## config.mk

```make
export PLATFORM = sky130hd
export DESIGN_NAME = zynq_tag_rx
export DESIGN_NICKNAME = d
export VERILOG_FILES = /design/src/rtl/zynq_tag_rx_pkg.sv /design/src/rtl/zynq_tag_rx_deser.sv /design/src/rtl/zynq_tag_rx.sv
export SDC_FILE = /design/constraint.sdc
export NUM_CORES = 1
export LEC_CHECK = 0
export BUFFER_PORTS_ARGS = -buffer_cell sky130_fd_sc_hd__buf_2
export CAP_MARGIN = 20
export CORE_MARGIN = 8
export CORE_UTILIZATION = 58
export DETAILED_ROUTE_END_ITERATION = 8
export PLACE_DENSITY = 0.77
export SLEW_MARGIN = 30
export SYNTH_ARGS = -nofsm -noshare
export SYNTH_HDL_FRONTEND = slang
export SYNTH_HIERARCHICAL = 1
export SYNTH_SLANG_ARGS = --single-unit
export TNS_END_PERCENT = 30
```

## constraint.sdc

```tcl
create_clock -name clk_i -period 3.1 [get_ports clk_i]
set_input_delay 0.31 -clock clk_i [delete_from_list [all_inputs] [get_ports clk_i]]
set_output_delay 0.31 -clock clk_i [all_outputs]
set_load 0.005 [all_outputs]
```

## src/rtl/zynq_tag_rx_pkg.sv

```systemverilog
// Shared types and sizing helpers for the serial tag receiver.
package zynq_tag_rx_pkg;

  typedef enum logic [2:0] {
    IDLE    = 3'd0,
    NODE    = 3'd1,
    DNR     = 3'd2,
    LEN     = 3'd3,
    PAYLOAD = 3'd4,
    PARITY  = 3'd5
  } state_e;

  // One counter is reused for every field, so it must index the widest one.
  function automatic int unsigned cnt_width(input int unsigned node_w,
                                            input int unsigned len_w,
                                            input int unsigned data_w);
    int unsigned m;
    m = node_w;
    if (len_w > m) m = len_w;
    if (data_w > m) m = data_w;
    return m + 1;
  endfunction

endpackage

```

## src/rtl/zynq_tag_rx_deser.sv

```systemverilog
// LSB-first capture register: bit-indexed write, synchronous clear.
module zynq_tag_rx_deser #(
  parameter int unsigned width_p     = 16,
  parameter int unsigned idx_width_p = 17
) (
  input  logic                   clk_i,
  input  logic                   reset_i,
  input  logic                   clr_i,
  input  logic                   we_i,
  input  logic [idx_width_p-1:0] idx_i,
  input  logic                   bit_i,
  output logic [width_p-1:0]     data_o
);

  logic [width_p-1:0] r_data;

  // Indices at or beyond width_p match no bit and are dropped.
  always_ff @(posedge clk_i or posedge reset_i) begin
    if (reset_i) begin
      r_data <= '0;
    end else if (clr_i) begin
      r_data <= '0;
    end else if (we_i) begin
      for (int unsigned i = 0; i < width_p; i++) begin
        if (idx_i == idx_width_p'(i)) r_data[i] <= bit_i;
      end
    end
  end

  assign data_o = r_data;

endmodule

```

## src/rtl/zynq_tag_rx.sv

```systemverilog
// Serial tag link client: deserializes, filters by node id, commits payload or reset.
// Optional trailing even-parity bit enabled by ZYNQ_TAG_RX_PARITY_EN.
module zynq_tag_rx
  import zynq_tag_rx_pkg::*;
#(
  parameter int unsigned node_id_p       = 0,
  parameter int unsigned node_id_width_p = 8,
  parameter int unsigned len_width_p     = 5,
  parameter int unsigned data_width_p    = 16
) (
  input  logic                    clk_i,
  input  logic                    reset_i,
  input  logic                    tag_data_i,
  output logic [data_width_p-1:0] data_o,
  output logic                    data_v_o,
  output logic                    client_reset_o,
  output logic                    parity_err_o
);

  localparam int unsigned NW = node_id_width_p;
  localparam int unsigned LW = len_width_p;
  localparam int unsigned DW = data_width_p;
  localparam int unsigned CW = cnt_width(NW, LW, DW);

`ifdef ZYNQ_TAG_RX_PARITY_EN
  localparam state_e END_ST  = PARITY;
  localparam logic   HAS_PAR = 1'b1;
`else
  localparam state_e END_ST  = IDLE;
  localparam logic   HAS_PAR = 1'b0;
`endif

  state_e          r_state;
  logic [CW-1:0]   r_cnt;
  logic [NW-1:0]   r_node;
  logic            r_dnr;
  logic [LW-1:0]   r_len;
  logic            r_done;
`ifdef ZYNQ_TAG_RX_PARITY_EN
  logic            r_par;
  logic            r_par_ok;
`endif

  logic [DW-1:0]   w_shadow;
  logic [NW-1:0]   w_node_nxt;
  logic [LW-1:0]   w_len_nxt;
  logic            w_match;
  logic            w_pay_last;

  // Fields arrive LSB first, so shift in from the top.
  assign w_node_nxt = {tag_data_i, r_node[NW-1:1]};
  assign w_len_nxt  = {tag_data_i, r_len[LW-1:1]};
  assign w_match    = (r_node == NW'(node_id_p));
  assign w_pay_last = ((r_cnt + CW'(1)) == CW'(r_len));

  zynq_tag_rx_deser #(
    .width_p     (DW),
    .idx_width_p (CW)
  ) u_shadow (
    .clk_i   (clk_i),
    .reset_i (reset_i),
    .clr_i   ((r_state == IDLE) && tag_data_i),
    .we_i    (r_state == PAYLOAD),
    .idx_i   (r_cnt),
    .bit_i   (tag_data_i),
    .data_o  (w_shadow)
  );

  always_ff @(posedge clk_i or posedge reset_i) begin
    if (reset_i) begin
      r_state        <= IDLE;
      r_cnt          <= '0;
      r_node         <= '0;
      r_dnr          <= 1'b0;
      r_len          <= '0;
      r_done         <= 1'b0;
      data_o         <= '0;
      data_v_o       <= 1'b0;
      client_reset_o <= 1'b0;
      parity_err_o   <= 1'b0;
`ifdef ZYNQ_TAG_RX_PARITY_EN
      r_par          <= 1'b0;
      r_par_ok       <= 1'b0;
`endif
    end else begin
      data_v_o       <= 1'b0;
      client_reset_o <= 1'b0;
      parity_err_o   <= 1'b0;
      r_done         <= 1'b0;

      // Commit runs while the FSM already sits in IDLE, so a new start bit overlaps it.
      if (r_done && w_match) begin
`ifdef ZYNQ_TAG_RX_PARITY_EN
        if (!r_par_ok) parity_err_o <= 1'b1;
        else
`endif
        if (r_dnr) begin
          data_o   <= w_shadow;
          data_v_o <= 1'b1;
        end else begin
          data_o         <= '0;
          client_reset_o <= 1'b1;
        end
      end

`ifdef ZYNQ_TAG_RX_PARITY_EN
      if (r_state == IDLE) r_par <= 1'b0;
      else if (r_state != PARITY) r_par <= r_par ^ tag_data_i;
`endif

      case (r_state)
        IDLE: begin
          r_cnt <= '0;
          if (tag_data_i) r_state <= NODE;
        end
        NODE: begin
          r_node <= w_node_nxt;
          if (r_cnt == CW'(NW - 1)) begin
            r_cnt   <= '0;
            r_state <= DNR;
          end else begin
            r_cnt <= r_cnt + CW'(1);
          end
        end
        DNR: begin
          r_dnr   <= tag_data_i;
          r_cnt   <= '0;
          r_state <= LEN;
        end
        LEN: begin
          r_len <= w_len_nxt;
          if (r_cnt == CW'(LW - 1)) begin
            r_cnt <= '0;
            if (w_len_nxt == '0) begin
              r_state <= END_ST;
              r_done  <= ~HAS_PAR;
            end else begin
              r_state <= PAYLOAD;
            end
          end else begin
            r_cnt <= r_cnt + CW'(1);
          end
        end
        PAYLOAD: begin
          if (w_pay_last) begin
            r_cnt   <= '0;
            r_state <= END_ST;
            r_done  <= ~HAS_PAR;
          end else begin
            r_cnt <= r_cnt + CW'(1);
          end
        end
        PARITY: begin
`ifdef ZYNQ_TAG_RX_PARITY_EN
          r_par_ok <= (r_par == tag_data_i);
`endif
          r_done  <= 1'b1;
          r_cnt   <= '0;
          r_state <= IDLE;
        end
        default: begin
          r_cnt   <= '0;
          r_state <= IDLE;
        end
      endcase
    end
  end

endmodule
```

## Yosys cells after proc, flatten, opt, wreduce, memory -nomap -nowiden

Cells that the tools add are included.
W data, S select, Z words.

| storage, ports and cells | value |
|---|---|
| word-level logic and storage cells | 128 |
| memories | 0 |
| bits of input ports | 3 |
| bits in registers | 69 |
| RAM bits | 0 |
| output and inout port bits | 19 |
| memory bits (read-only) | 0 |
| latch bits | 0 |

| cells by class | value |
|---|---|
| reduce and logical (&&, ||, !) cells | 40 |
| equal/unequal tests | 25 |
| multipliers | 0 |
| bitwise gates (word level) | 0 |
| muxes and demuxes | 37 |
| order comparisons | 0 |
| divide/modulo/power cells | 0 |
| shifts and indexed selects | 0 |
| $add $sub $neg | 1 |

Operators by type and width:

| kind | number |
|---|---|
| $eq A17 B4 Y1 const B | 8 |
| $eq A17 B3 Y1 const B | 4 |
| $mux W17 | 3 |
| $pmux W17 S3 | 1 |
| $mux W16 | 3 |
| $eq A17 B2 Y1 const B | 2 |
| $reduce_bool A2 Y1 | 17 |
| $reduce_and A2 Y1 | 16 |
| $mux W1 | 23 |
| $add A17 B1 Y17 const B | 1 |
| $eq A17 B1 Y1 const B | 1 |
| $eq A17 B5 Y1 | 1 |
| $logic_not A17 Y1 | 1 |
| $mux W3 | 5 |
| $pmux W3 S5 | 1 |
| $logic_not A8 Y1 | 1 |
| $ne A2 B2 Y1 const B | 4 |
| $eq A3 B2 Y1 const B | 2 |
| $eq A3 B3 Y1 const B | 2 |
| $logic_not A5 Y1 | 1 |
| $reduce_and A4 Y1 | 1 |
| $eq A3 B1 Y1 const B | 1 |
| $logic_not A3 Y1 | 1 |
| $pmux W1 S3 | 1 |
| $logic_and A1 B1 Y1 | 2 |

## Longest topological paths before layout

Gate-level depths: netlist (run 1).

| depth | value |
|---|---|
| depth after elaboration | 4 |
| depth in mapped cells | 8 |
| gate-level depth less buffers | 7 |

## Hierarchy

The synthesis (run 1) kept the hierarchy.

By module, submodules not included:

| module | cells an instance | times used | seq. area each (µm²) | area an instance (µm²) |
|---|---|---|---|---|
| zynq_tag_rx | 266 | 1 | 1,326.3 | 2,676.3 |
| zynq_tag_rx_deser | 87 | 1 | 400.4 | 948.4 |

## Least setup slack after synthesis (run 1)

Ideal clock, no wire load.

| timing path | value |
|---|---|
| path type | reg-to-reg |
| start | reg r_cnt[0] |
| end | reg r_done |
| stages on the path, launching flop included | 8 |
| setup slack | 960 ps |
| data required time | 2,980 ps |
| library setup time | 120 ps |
| buffers on the path | 1 |
| arrival | 2,021 ps |
| path through | dfrtp_1 ha_1 nand3_2 or4_4 mux2i_1 and4b_1 buf_4 a31o_1 |

| between the ends | value |
|---|---|
| word-level cells in the longest chain between the ends | 4 |
| elaborated cells on any way between the ends | 6 |

Ends and longest elaborated chain:

| what | line | RTL |
|---|---|---|
| from (decl) | zynq_tag_rx.sv:34 | `logic [CW-1:0] r_cnt;` |
| from (signal assigned) | zynq_tag_rx.sv:122 | `r_cnt <= r_cnt + CW'(1);` |
| from (signal assigned) | zynq_tag_rx.sv:141 | `r_cnt <= r_cnt + CW'(1);` |
| from (signal assigned) | zynq_tag_rx.sv:150 | `r_cnt <= r_cnt + CW'(1);` |
| $add A17 B1 Y17 | zynq_tag_rx.sv:54 | `assign w_pay_last = ((r_cnt + CW'(1)) == CW'(r_len));` |
| $eq A17 B5 Y1 | zynq_tag_rx.sv:54 |  |
| $mux W1 | zynq_tag_rx.sv:145 | `if (w_pay_last) begin` |
| $pmux W1 S3 (*) | zynq_tag_rx.sv:111 | `case (r_state)` |
| to (signal assigned) | zynq_tag_rx.sv:136 | `r_done <= ~HAS_PAR;` |
| to (signal assigned) | zynq_tag_rx.sv:148 | `r_done <= ~HAS_PAR;` |
| to (decl) | zynq_tag_rx.sv:38 | `logic r_done;` |

Every way passes the cells marked *; elsewhere a longest branch is shown, timed or not.
A chain may end at the register's enable or synchronous reset.

## Worst setup path in the final report (run 1)

| timing path | value |
|---|---|
| start | reg r_cnt[0] |
| end | reg r_cnt[0] |

| between the ends | value |
|---|---|
| word-level cells in the longest chain between the ends | 4 |
| elaborated cells on any way between the ends | 8 |

Ends and longest elaborated chain:

| what | line |
|---|---|
| $add A17 B1 Y17 | - |
| $eq A17 B5 Y1 | zynq_tag_rx.sv:54 |
| $mux W17 | zynq_tag_rx.sv:145 |
| $pmux W17 S3 (*) | zynq_tag_rx.sv:111 |

Marked as above.

==> results of run 1 <==
## power by group through the flow
| stage | sequential (uW) | clock, uW | combinational [uW] |
|---|---|---|---|
| after floorplan | 1170 | 0 | 655 |
| after global placement | 1240 | 0 | 723 |
| after detailed placement | 1250 | 0 | 738 |
| after CTS | 1230 | 754 | 742 |
| after global routing | 1260 | 797 | 815 |
| final | 1230 | 735 | 739 |
## logic make-up after synthesis
group | count (synthesis) | share of synthesized area [%]
adder cells (fa/ha/maj) | 2 | 0.690
multiplexers | 18 | 5.45
AND/OR/NAND/NOR | 150 | 24.9
XOR/XNOR | 24 | 5.80
AO/OA/AOI/OAI | 66 | 12.7
buffers and inverters | 23 | 2.76
flip-flops | 69 | 47.6
other | 1 | 0.103
## flip-flops by register name, indices dropped and copies added, names as in the netlist, 3 cells and up
register         flops
u_shadow/data_o     16
r_node               8
r_len                5
data_o              16
r_state              3
r_cnt               17
## metrics by stage
step,cell area [um^2],setup WS (ps),power (uW),utilization (%),hold slack (ps)
after floorplan,3620,960,1820,-,224
after global placement,3770,891,1960,60.7,426
after detailed placement,3770,779,1990,60.8,447
after CTS,3970,756,2730,64.0,58.6
after global routing,3970,533,2870,64.0,115
final,3970,714,2700,64.0,53.9
## layer usage
| metal | vias to the layer above | GRT usage (%) | wire (um) |
|---|---|---|---|
| li1 | 1273 | - | - |
| met1 | 1289 | 23.8 | 3180 |
| met2 | 90 | 27.0 | 3390 |
| met3 | 12 | 5.67 | 554 |
| met4 | 0 | 7.93 | 139 |
| met5 | - | 0 | 0 |
## cells in the final DEF (no fill, tap or decap), types with 2 or more instances in the layout
cell type / count
a21bo_2: 13
nor4b_4: 2
nor2b_1: 2
nand3_2: 2
mux2i_1: 4
nand2b_1: 10
buf_2: 20
nand3_1: 17
buf_4: 2
nor3_4: 2
and2_1: 3
nor3_1: 5
xor2_1: 11
ha_1: 2
clkinv_2: 3
a31o_2: 2
dfrtp_1: 69
nor4_1: 6
xnor2_1: 13
inv_1: 6
nor4_4: 3
and3_1: 5
nand2_1: 48
a211oi_1: 6
o21ai_0: 19
a21oi_1: 16
clkbuf_8: 10
and4b_1: 2
nor2_1: 24
mux2_2: 14
or4_4: 4
o221a_2: 2
clkinv_4: 2
or2_2: 2
nand3b_1: 2
## final cells by class
class                   instances  area [um^2]  area share, %
clock buffers                  10          138           3.47
clock inverters                 6         62.6           1.58
inverters                       7         28.8          0.725
multi-input cells             261         1800           45.4
flip-flops and latches         69         1730           43.5
well taps                      77         96.3           2.43
repair buffers                 22          115           2.90
## worst paths after layout
kind | startpoint | endpoint | slack, ps | depth (start not counted)
worst max-delay path | r_cnt[0]$_DFF_PP0_ | r_cnt[0]$_DFF_PP0_ | 710 | 7
worst max register to register | r_cnt[0]$_DFF_PP0_ | r_cnt[0]$_DFF_PP0_ | 710 | 7
worst min register to register | data_o[12]$_DFFE_PP0P_ | data_o[12]$_DFFE_PP0P_ | 470 | 2
worst min-delay path | reset_i | u_shadow/data_o[15]$_DFFE_PP0P_ | 50 | 2
min in group clk_i | tag_data_i | u_shadow/data_o[14]$_DFFE_PP0P_ | 420 | 3
max in group asynchronous | reset_i | r_cnt[6]$_DFF_PP0_ | 2610 | 2
## critical path, stage by stage, from the launching register on
cell	delay, ps
dfrtp_1	540
ha_1	300
nand3_2	220
nor3_4	300
and3_1	210
a2bb2oi_1	170
and4b_1	380
a211oi_1	130
==> flow_summary_export.csv, run 1 <==
group,metric,value,unit
yosys,synth-async-reset-ratio,100,%
placement,place_inst,436,
drt,drtIter0Drc,188,
clock_tree,ctsResizeCount,0,
worst_setup_path,critPathKind,"reg2reg",
clock_tree,cts_tree,"yes",
yosys,synth_common_cells,"dfrtp_1 (69), nand2_1 (48), nor2_1 (24)",
sta,setup-tns-final,0,ps
placement,port_buffers,20,
drt,vias,2664,
global_route,grt_max_degree,54,
global_route,grt.total_usage,18.1,%
power_and_ir_drop,clock_power_share,27.2,%
sta,fin_crit_sh,77.0,%
die,start_util,58.4,%
yosys,synth.top_cell.area_share,47.6,%
drt,first_pass_iters,6,
drt,routed_wl,7.26,mm
power_and_ir_drop,netSwitchingFraction,34.1,%
die,coreArea,0.00620,mm^2
yosys,synth_top_cell_by_area,"dfrtp_1",
die,io_pins,22,
power_and_ir_drop,internal_power,1780,uW
global_route,grt_pass1_wl,12.7,mm
sta,slew_viol_final,0,
power_and_ir_drop,p_sw,921,uW
sta,worstMarginPinSlew,624,ps
clock_tree,path_clk_slew,70,ps
clock_tree,cts_htree_levels,3,
placement,place_congestion,0.913,
worst_setup_path,path_max_fanout,10,
yosys,yosys_most_used_dff,"dfrtp_1",
yosys,postSynthCellCount,353,
yosys,synthDistinctLibCells,53,
yosys,synth-seq-cells,69,
placement,hpwl,4.92,mm
run_status,status,"finished clean",
clock_tree,cts_setup_buffers,0,
final_layout,fill_cells,493,
yosys,synth_edf_count,0,
yosys,yosys_warnings,6,
sta,max_freq,419,MHz
final_layout,nets,375,
global_route,grt_pass1_vias,2559,
sta,rsz0062_at_grt,"false",
die,rows,29,
die,die-area,0.00904,mm^2
final_layout,stdcell_count,452,
sta,skew,7.91,ps
global_route,grt-ovfl-total,0,
worst_setup_path,worstPathRequired,3310,ps
yosys,yosysMostFrequentCell,"dfrtp_1",
yosys,syn_nets,358,
sta,finalCriticalPeriod,2390,ps
final_layout,drive_gt1_share,24.0,%
final_layout,antenna_cells,0,
worst_setup_path,start_kind,"flip-flop",
die,die_width,95.1,um
drt,wl_per_cell,16.1,um
final_layout,syn2layout_area_growth,9.56,%
power_and_ir_drop,ir_worst_vdd,0.507,mV
min_path,hold_path_class,"in2async",
sta,finalSetupViolations,0,
clock_tree,insertion_delay,350,ps
drt,drc_errors,0,
job,drv_cap,0,
power_and_ir_drop,power_density,681,mW/mm^2
yosys,synth.area.top_cells,"dfrtp_1 (48%), nand2_1 (5.0%), mux2_2 (4.3%)",
clock_tree,cts_root_buf,"clkbuf_8",
yosys,yosysSeqAreaShare,47.6,%
worst_setup_path,crit_arrival,2600,ps
sta,relSlewSlack,58.4,%
drt,vias_per_cell,5.89,
clock_tree,hold_buffers,0,
power_and_ir_drop,leakage,0.00178,uW
clock_tree,cts_made_buffers,9,
clock_tree,clock_tree.buffer_depth,2,
global_route,antenna_found_initial,0,
die,die_y,95.1,um
yosys,synth_area_per_cell,10.3,um^2
yosys,netlist_area,0.00362,mm^2
worst_setup_path,cp-end-kind,"flip-flop",
power_and_ir_drop,power_frac_seq,45.5,%
power_and_ir_drop,pwr-share-comb,27.3,%
drt,postRouteAntennaNets,0,
clock_tree,clock-sinks,69,
sta,final_hold_viol_count,0,
Note: power is estimated with default switching activity, not from simulation.
==> run 2: changes to the inputs <==
==> constraint.sdc (replaced) <==
create_clock -name clk_i -period 2.3 [get_ports clk_i]
set_input_delay 0.23 -clock clk_i [delete_from_list [all_inputs] [get_ports clk_i]]
set_output_delay 0.23 -clock clk_i [all_outputs]
set_load 0.005 [all_outputs]
==> run 2 against run 1 <==
  * Non-clock buffer count increased by 9
  * Sequential share of layout area is 0.85 points lower
  * Clock power rose by 34%
  * Sequential power is 32% higher
  * Clock skew up 3.7 ps
  * Largest cell class unchanged
  * Critical path type unchanged
  * Utilization up 1.3 points
==> flow_summary_export.csv, run 2 (same netlist as run 1, synthesis figures left out) <==
group,metric,value,unit
run_status,status,"finished clean",
drt,postRouteAntennaNets,0,
power_and_ir_drop,leakage,0.00181,uW
clock_tree,ctsResizeCount,0,
drt,first_pass_iters,4,
final_layout,largest_register,"r_cnt",
worst_setup_path,max_stage_delay,570,ps
die,die-area,0.00904,mm^2
worst_setup_path,start_kind,"flip-flop",
sta,setup-tns-final,0,ps
final_layout,layout_common_cells,"dfrtp_1 (69), nand2_1 (48), nor2_1 (24), buf_2 (20), o21ai_0 (19)",
worst_setup_path,critPathKind,"reg2reg",
power_and_ir_drop,p_total,3720,uW
placement,place_congestion,0.924,
job,drv_cap,0,
power_and_ir_drop,power_density,918,mW/mm^2
final_layout,top_regs,"r_cnt x17, data_o x16, u_shadow/data_o x16",
clock_tree,path_clk_slew,80,ps
final_layout,ff_latch_area,0.00173,mm^2
worst_setup_path,cp_slowest_cell,"dfrtp_1",
drt,vias,2665,
sta,max_freq,462,MHz
placement,hpwl,5.03,mm
worst_setup_path,worstPathCellList,"nand3_2 -> or4_4 -> mux2i_1 -> and4b_1 -> o21ai_0",
clock_tree,cts_tree,"yes",
clock_tree,clock-sinks,69,
min_path,hold_path_class,"in2reg",
drt,drtIter0Drc,119,
power_and_ir_drop,pwr-share-comb,30.2,%
final_layout,syn2layout_area_growth,11.7,%
global_route,grt_pass1_wl,12.3,mm
die,die_y,95.1,um
power_and_ir_drop,power_frac_seq,43.4,%
sta,relSlewSlack,58.2,%
drt,vias_per_cell,5.78,
final_layout,multi_input_area,0.00180,mm^2
clock_tree,cts_root_buf,"clkbuf_8",
power_and_ir_drop,p_sw,1280,uW
sta,worstMarginPinSlew,626,ps
worst_setup_path,crit_arrival,2370,ps
drt,drc_errors,0,
power_and_ir_drop,clock_power_share,26.4,%
drt,routed_wl,7.20,mm
clock_tree,cts_htree_levels,3,
global_route,grt_max_degree,35,
worst_setup_path,cp_top_family,"simple AND/OR/NAND/NOR gates",
placement,place_ws,198,ps
power_and_ir_drop,ir_worst_vdd,0.736,mV
sta,rsz0062_at_grt,"false",
die,io_pins,22,
sta,finalCriticalPeriod,2160,ps
worst_setup_path,cp-end-kind,"flip-flop",
placement,port_buffers,20,
final_layout,antenna_cells,0,
power_and_ir_drop,internal_power,2440,uW
die,die_width,95.1,um
sta,fin_crit_sh,94.1,%
final_layout,fill_cells,491,
drt,wl_per_cell,15.6,um
clock_tree,cts_made_buffers,9,
global_route,grt_pass1_vias,2563,
final_layout,largest_reg_flops,17,
global_route,grt-ovfl-total,0,
worst_setup_path,path_max_fanout,10,
sta,worst_slack,137,ps
clock_tree,insertion_delay,340,ps
final_layout,drive_gt1_share,25.5,%
die,start_util,58.4,%
global_route,grt.total_usage,17.2,%
global_route,antenna_found_initial,0,
die,rows,29,
sta,slew_viol_final,0,
final_layout,layout_commonest_cell,"dfrtp_1",
worst_setup_path,worstPathRequired,2510,ps
sta,skew,11.6,ps
sta,final_hold_viol_count,0,
power_and_ir_drop,netSwitchingFraction,34.5,%
final_layout,nets,384,
worst_setup_path,cp_num_buf_inv,0,
clock_tree,clock_tree.buffer_depth,2,
sta,finalSetupViolations,0,
die,coreArea,0.00620,mm^2
run 2: cell type report:
cell class | count | area share [%]
multi-input cells | 261 | 44.5
flip-flops and latches | 69 | 42.6
repair buffers | 31 | 4.88
clock buffers | 9 | 3.06
well taps | 77 | 2.38
clock inverters | 7 | 1.85
inverters | 7 | 0.649
run 2: through the flow:
stage          area (um^2)  std cells  util, %  hold WS (ps)
2_1_floorplan         3620        353        -           144
3_3_place_gp          3840        444     61.9           272
3_5_place_dp          3840        444     61.9           278
4_1_cts               4050        461     65.3           330
5_1_grt               4050        461     65.3           354
6_report              4050        461     65.3           339
run 2: worst paths after layout:
check / to / cells after the start / start / slack, ps
setup / recovery: r_state[2]$_DFFE_PP0P_ / 5 / r_cnt[7]$_DFF_PP0_ / 140
hold / removal: u_shadow/data_o[2]$_DFFE_PP0P_ / 3 / tag_data_i / 340
setup reg to reg: r_state[2]$_DFFE_PP0P_ / 5 / r_cnt[7]$_DFF_PP0_ / 140
hold reg to reg: data_o[12]$_DFFE_PP0P_ / 2 / data_o[12]$_DFFE_PP0P_ / 470
max in group asynchronous: r_len[4]$_DFFE_PP0P_ / 4 / reset_i / 1310
min in group asynchronous: data_o[0]$_DFFE_PP0P_ / 3 / reset_i / 450
run 2: what timing repair did:
| action | 4_1_cts | 5_1_grt |
|---|---|---|
| hold buffers | 1 | 0 |
| setup buffers | 0 | 0 |
| endpoints found under the hold margin | 35 | 0 |
run 2: power by group through the flow:
stage                     logic, uW  clock network (uW)  registers [uW]
after floorplan                 883                   0            1570
after global placement         1090                   0            1630
after detailed placement       1120                   0            1640
after CTS                      1130                1000            1620
after global routing           1250                1050            1650
final                          1120                 982            1620
run 2: worst register-to-register path: cells and delay by family, from the launching register on:
kind               cells  cell delay (ps)
DFF                    1              570
muxes                  1              180
and+or+nand+nor        3             1150
AOI/OAI and AO/OA      1              130
run 2: per-layer routing:
layer / global-route usage [%] / up-vias / share of wire, % / wire length (um)
met5: 0 / - / 0 / 0
met4: 5.07 / 0 / 0.89 / 64
met3: 4.33 / 8 / 5.7 / 411
met2: 28.0 / 66 / 48 / 3420
met1: 22.1 / 1294 / 46 / 3300
li1: - / 1297 / - / -
==> run 3: changes to the inputs <==
--- a/config.mk
+++ b/config.mk
@@ -14,6 +14,5 @@
 export SLEW_MARGIN = 30
 export SYNTH_ARGS = -nofsm -noshare
 export SYNTH_HDL_FRONTEND = slang
-export SYNTH_HIERARCHICAL = 1
 export SYNTH_SLANG_ARGS = --single-unit
 export TNS_END_PERCENT = 30
==> run 3 against run 2 <==
  * Utilization rose by 3.2 points
  * Worst setup slack gained 21 ps
  * Largest cell class is now sequential cells
  * Highest routed layer unchanged
  * Global-route usage decreased by 0.35 points
  * Synthesized cell count fell by 2.8%
  * Area after synthesis decreased by 3.8%
==> flow_summary_export.csv, run 3 <==
group,metric,value,unit
run_status,status,"finished clean",
clock_tree,cts_tree,"yes",
final_layout,layout_common_cells,"dfrtp_1 (64), nor2_1 (50), nand2_1 (46), buf_2 (20), o21ai_0 (19)",
yosys,yosysSeqAreaShare,49.5,%
yosys,synthDistinctLibCells,50,
yosys,synth_area_per_cell,10.2,um^2
yosys,syn_nets,350,
yosys,synth_edf_count,0,
placement,place_congestion,0.924,
sta,skew,10.2,ps
yosys,synth_top_cell_by_area,"dfrtp_1",
clock_tree,cts_root_buf,"clkbuf_8",
yosys,synth.area.top_cells,"dfrtp_1 (50%), nor2_1 (5.4%), mux2i_1 (5.2%)",
yosys,yosys_warnings,0,
yosys,synth-xor-area-share,5.99,%
placement,placed_cell_area,0.00371,mm^2
die,io_pins,22,
die,die-area,0.00875,mm^2
sta,fin_crit_sh,93.1,%
yosys,synth-seq-cells,69,
power_and_ir_drop,leakage,0.00180,uW
final_layout,largest_register,"r_cnt",
worst_setup_path,cp-end-kind,"flip-flop",
clock_tree,cts_htree_levels,3,
final_layout,antenna_cells,0,
sta,finalSetupViolations,0,
sta,finalCriticalPeriod,2140,ps
die,coreArea,0.00585,mm^2
drt,drtIter0Drc,135,
sta,slew_viol_final,0,
power_and_ir_drop,power_density,1020,mW/mm^2
drt,first_pass_iters,4,
clock_tree,cts_setup_buffers,0,
die,die_width,93.5,um
worst_setup_path,start_kind,"flip-flop",
yosys,synth_common_cells,"dfrtp_1 (69), nor2_1 (50), nand2_1 (46)",
final_layout,syn2layout_area_growth,14.9,%
worst_setup_path,path_max_fanout,5,
worst_setup_path,cp_top_family,"simple AND/OR/NAND/NOR gates",
sta,holdWs,325,ps
drt,vias,2496,
drt,postRouteAntennaNets,0,
yosys,synthAdderAreaFrac,1.44,%
worst_setup_path,worstPathCellList,"buf_4 -> inv_1 -> ha_4 -> xor2_1 -> nor3_1 -> and4_1 -> nand4_4 -> o31ai_4 -> nor2_1",
worst_setup_path,critPathKind,"reg2reg",
yosys,netlist_area,0.00349,mm^2
global_route,grt_max_degree,36,
min_path,hold_path_class,"in2reg",
sta,worst_slack,158,ps
clock_tree,clock-sinks,69,
placement,hpwl,4.82,mm
clock_tree,insertion_delay,350,ps
clock_tree,cts_made_buffers,9,
yosys,postSynthCellCount,343,
drt,vias_per_cell,5.55,
yosys,synth.top_cell.area_share,49.5,%
yosys,synthSimpleGateAreaFrac,23.7,%
global_route,grt_pass1_vias,2394,
placement,port_buffers,20,
sta,relSlewSlack,59.6,%
yosys,yosys_most_used_dff,"dfrtp_1",
power_and_ir_drop,ir_worst_vdd,0.714,mV
die,rows,28,
sta,setup-tns-final,0,ps
global_route,grt_pass1_wl,11.5,mm
yosys,synth-async-reset-ratio,100,%
worst_setup_path,worstPathRequired,2520,ps
yosys,synth_compound_area_share,6.50,%
drt,wl_per_cell,15.1,um
sta,max_freq,467,MHz
yosys,muxShareOfSynthArea,9.37,%
yosys,yosysMostFrequentCell,"dfrtp_1",
global_route,grt-ovfl-total,0,
job,drv_cap,0,
final_layout,nets,377,
sta,final_hold_viol_count,0,
drt,drt-met1-wl,3.14,mm
drt,dr_wl_met3,315,um
final_layout,fill_cells,441,
clock_tree,clock_tree.buffer_depth,2,
drt,routed_wl,6.80,mm
final_layout,top_regs,"r_cnt x17, data_o x16, u_shadow.data_o x16",
placement,place_ws,71.1,ps
drt,topRoutingLayerUsed,"met4",
final_layout,drive_gt1_share,24.5,%
global_route,antenna_found_initial,0,
yosys,synth_top_family_by_area,"simple AND/OR/NAND/NOR gates",
worst_setup_path,cp_slowest_cell,"dfrtp_1",
worst_setup_path,crit_arrival,2360,ps
clock_tree,path_clk_slew,80,ps
drt,dr_wl_met2,3.18,mm
drt,drc_errors,0,
final_layout,fin_area,0.00401,mm^2
worst_setup_path,cp_num_buf_inv,2,
final_layout,layout_commonest_cell,"dfrtp_1",
die,die_y,93.5,um
global_route,grt.total_usage,16.8,%
sta,worstMarginPinSlew,604,ps
final_layout,largest_reg_flops,17,
worst_setup_path,max_stage_delay,380,ps
die,start_util,59.6,%
-- run 3: layer usage --
layer	vias to the layer above	track usage [%]
met5	-	0
met3	14	5.45
li1	1227	-
met4	0	6.71
met1	1213	21.3
met2	42	25.9
-- run 3: worst paths after layout --
| kind | slack (ps) | start | cells after the start | to |
|---|---|---|---|---|
| max in group asynchronous | 1300 | reset_i | 4 | r_cnt[7]$_DFF_PP0_ |
| max reg2reg | 160 | r_cnt[1]$_DFF_PP0_ | 9 | r_cnt[4]$_DFF_PP0_ |
| min | 320 | tag_data_i | 3 | r_dnr$_DFFE_PP0N_ |
| max | 160 | r_cnt[1]$_DFF_PP0_ | 9 | r_cnt[4]$_DFF_PP0_ |
| min reg2reg | 480 | data_o[10]$_DFFE_PP0P_ | 2 | data_o[10]$_DFFE_PP0P_ |
| min in group asynchronous | 350 | reset_i | 3 | data_o[1]$_DFFE_PP0P_ |
-- run 3: kinds of logic after synthesis --
kind of cell,count (synthesis)
simple gates,159
fa+ha+maj,4
buf+inv,25
flops,69
compound gates,35
mux,31
xor+xnor,19
other cells,1
-- run 3: what timing repair did --
| action | 4_1_cts | 5_1_grt |
|---|---|---|
| endpoints found under the hold margin | 10 | 0 |
| endpoints found under the setup margin | 0 | 17 |
| resized for setup | 0 | 14 |
| hold buffers | 1 | 0 |
-- run 3: layout make-up --
| cell class | instances | area (um^2) | share of cell area (%) |
|---|---|---|---|
| well taps | 75 | 93.8 | 2.34 |
| inverters | 5 | 18.8 | 0.468 |
| clock inverters | 5 | 83.8 | 2.09 |
| clock buffers | 11 | 141 | 3.53 |
| multi-input cells | 249 | 1700 | 42.4 |
| flip-flops and latches | 69 | 1730 | 43.3 |
| repair buffers | 36 | 235 | 5.87 |
-- run 3: worst reg2reg max path, stage by stage, from the launching register on --
cell and delay [ps]:
dfrtp_1 380, buf_4 160, inv_1 110, ha_4 220
xor2_1 140, nor3_1 210, and4_1 260, nand4_4 130
o31ai_4 330, nor2_1 90
-- run 3: power by group --
group,total [uW],internal (uW),switching [uW]
clock,1110,642,464
sequential,1660,1440,224
combinational,1300,662,637
total,4070,2740,1320
-- run 3: stage by stage --
step           total power (uW)  instances  util (%)
2_1_floorplan              2620        343         -
3_3_place_gp               2880        433      63.3
3_5_place_dp               2920        433      63.3
4_1_cts                    4030        450      67.4
5_1_grt                    4320        450      68.5
6_report                   4070        450      68.5
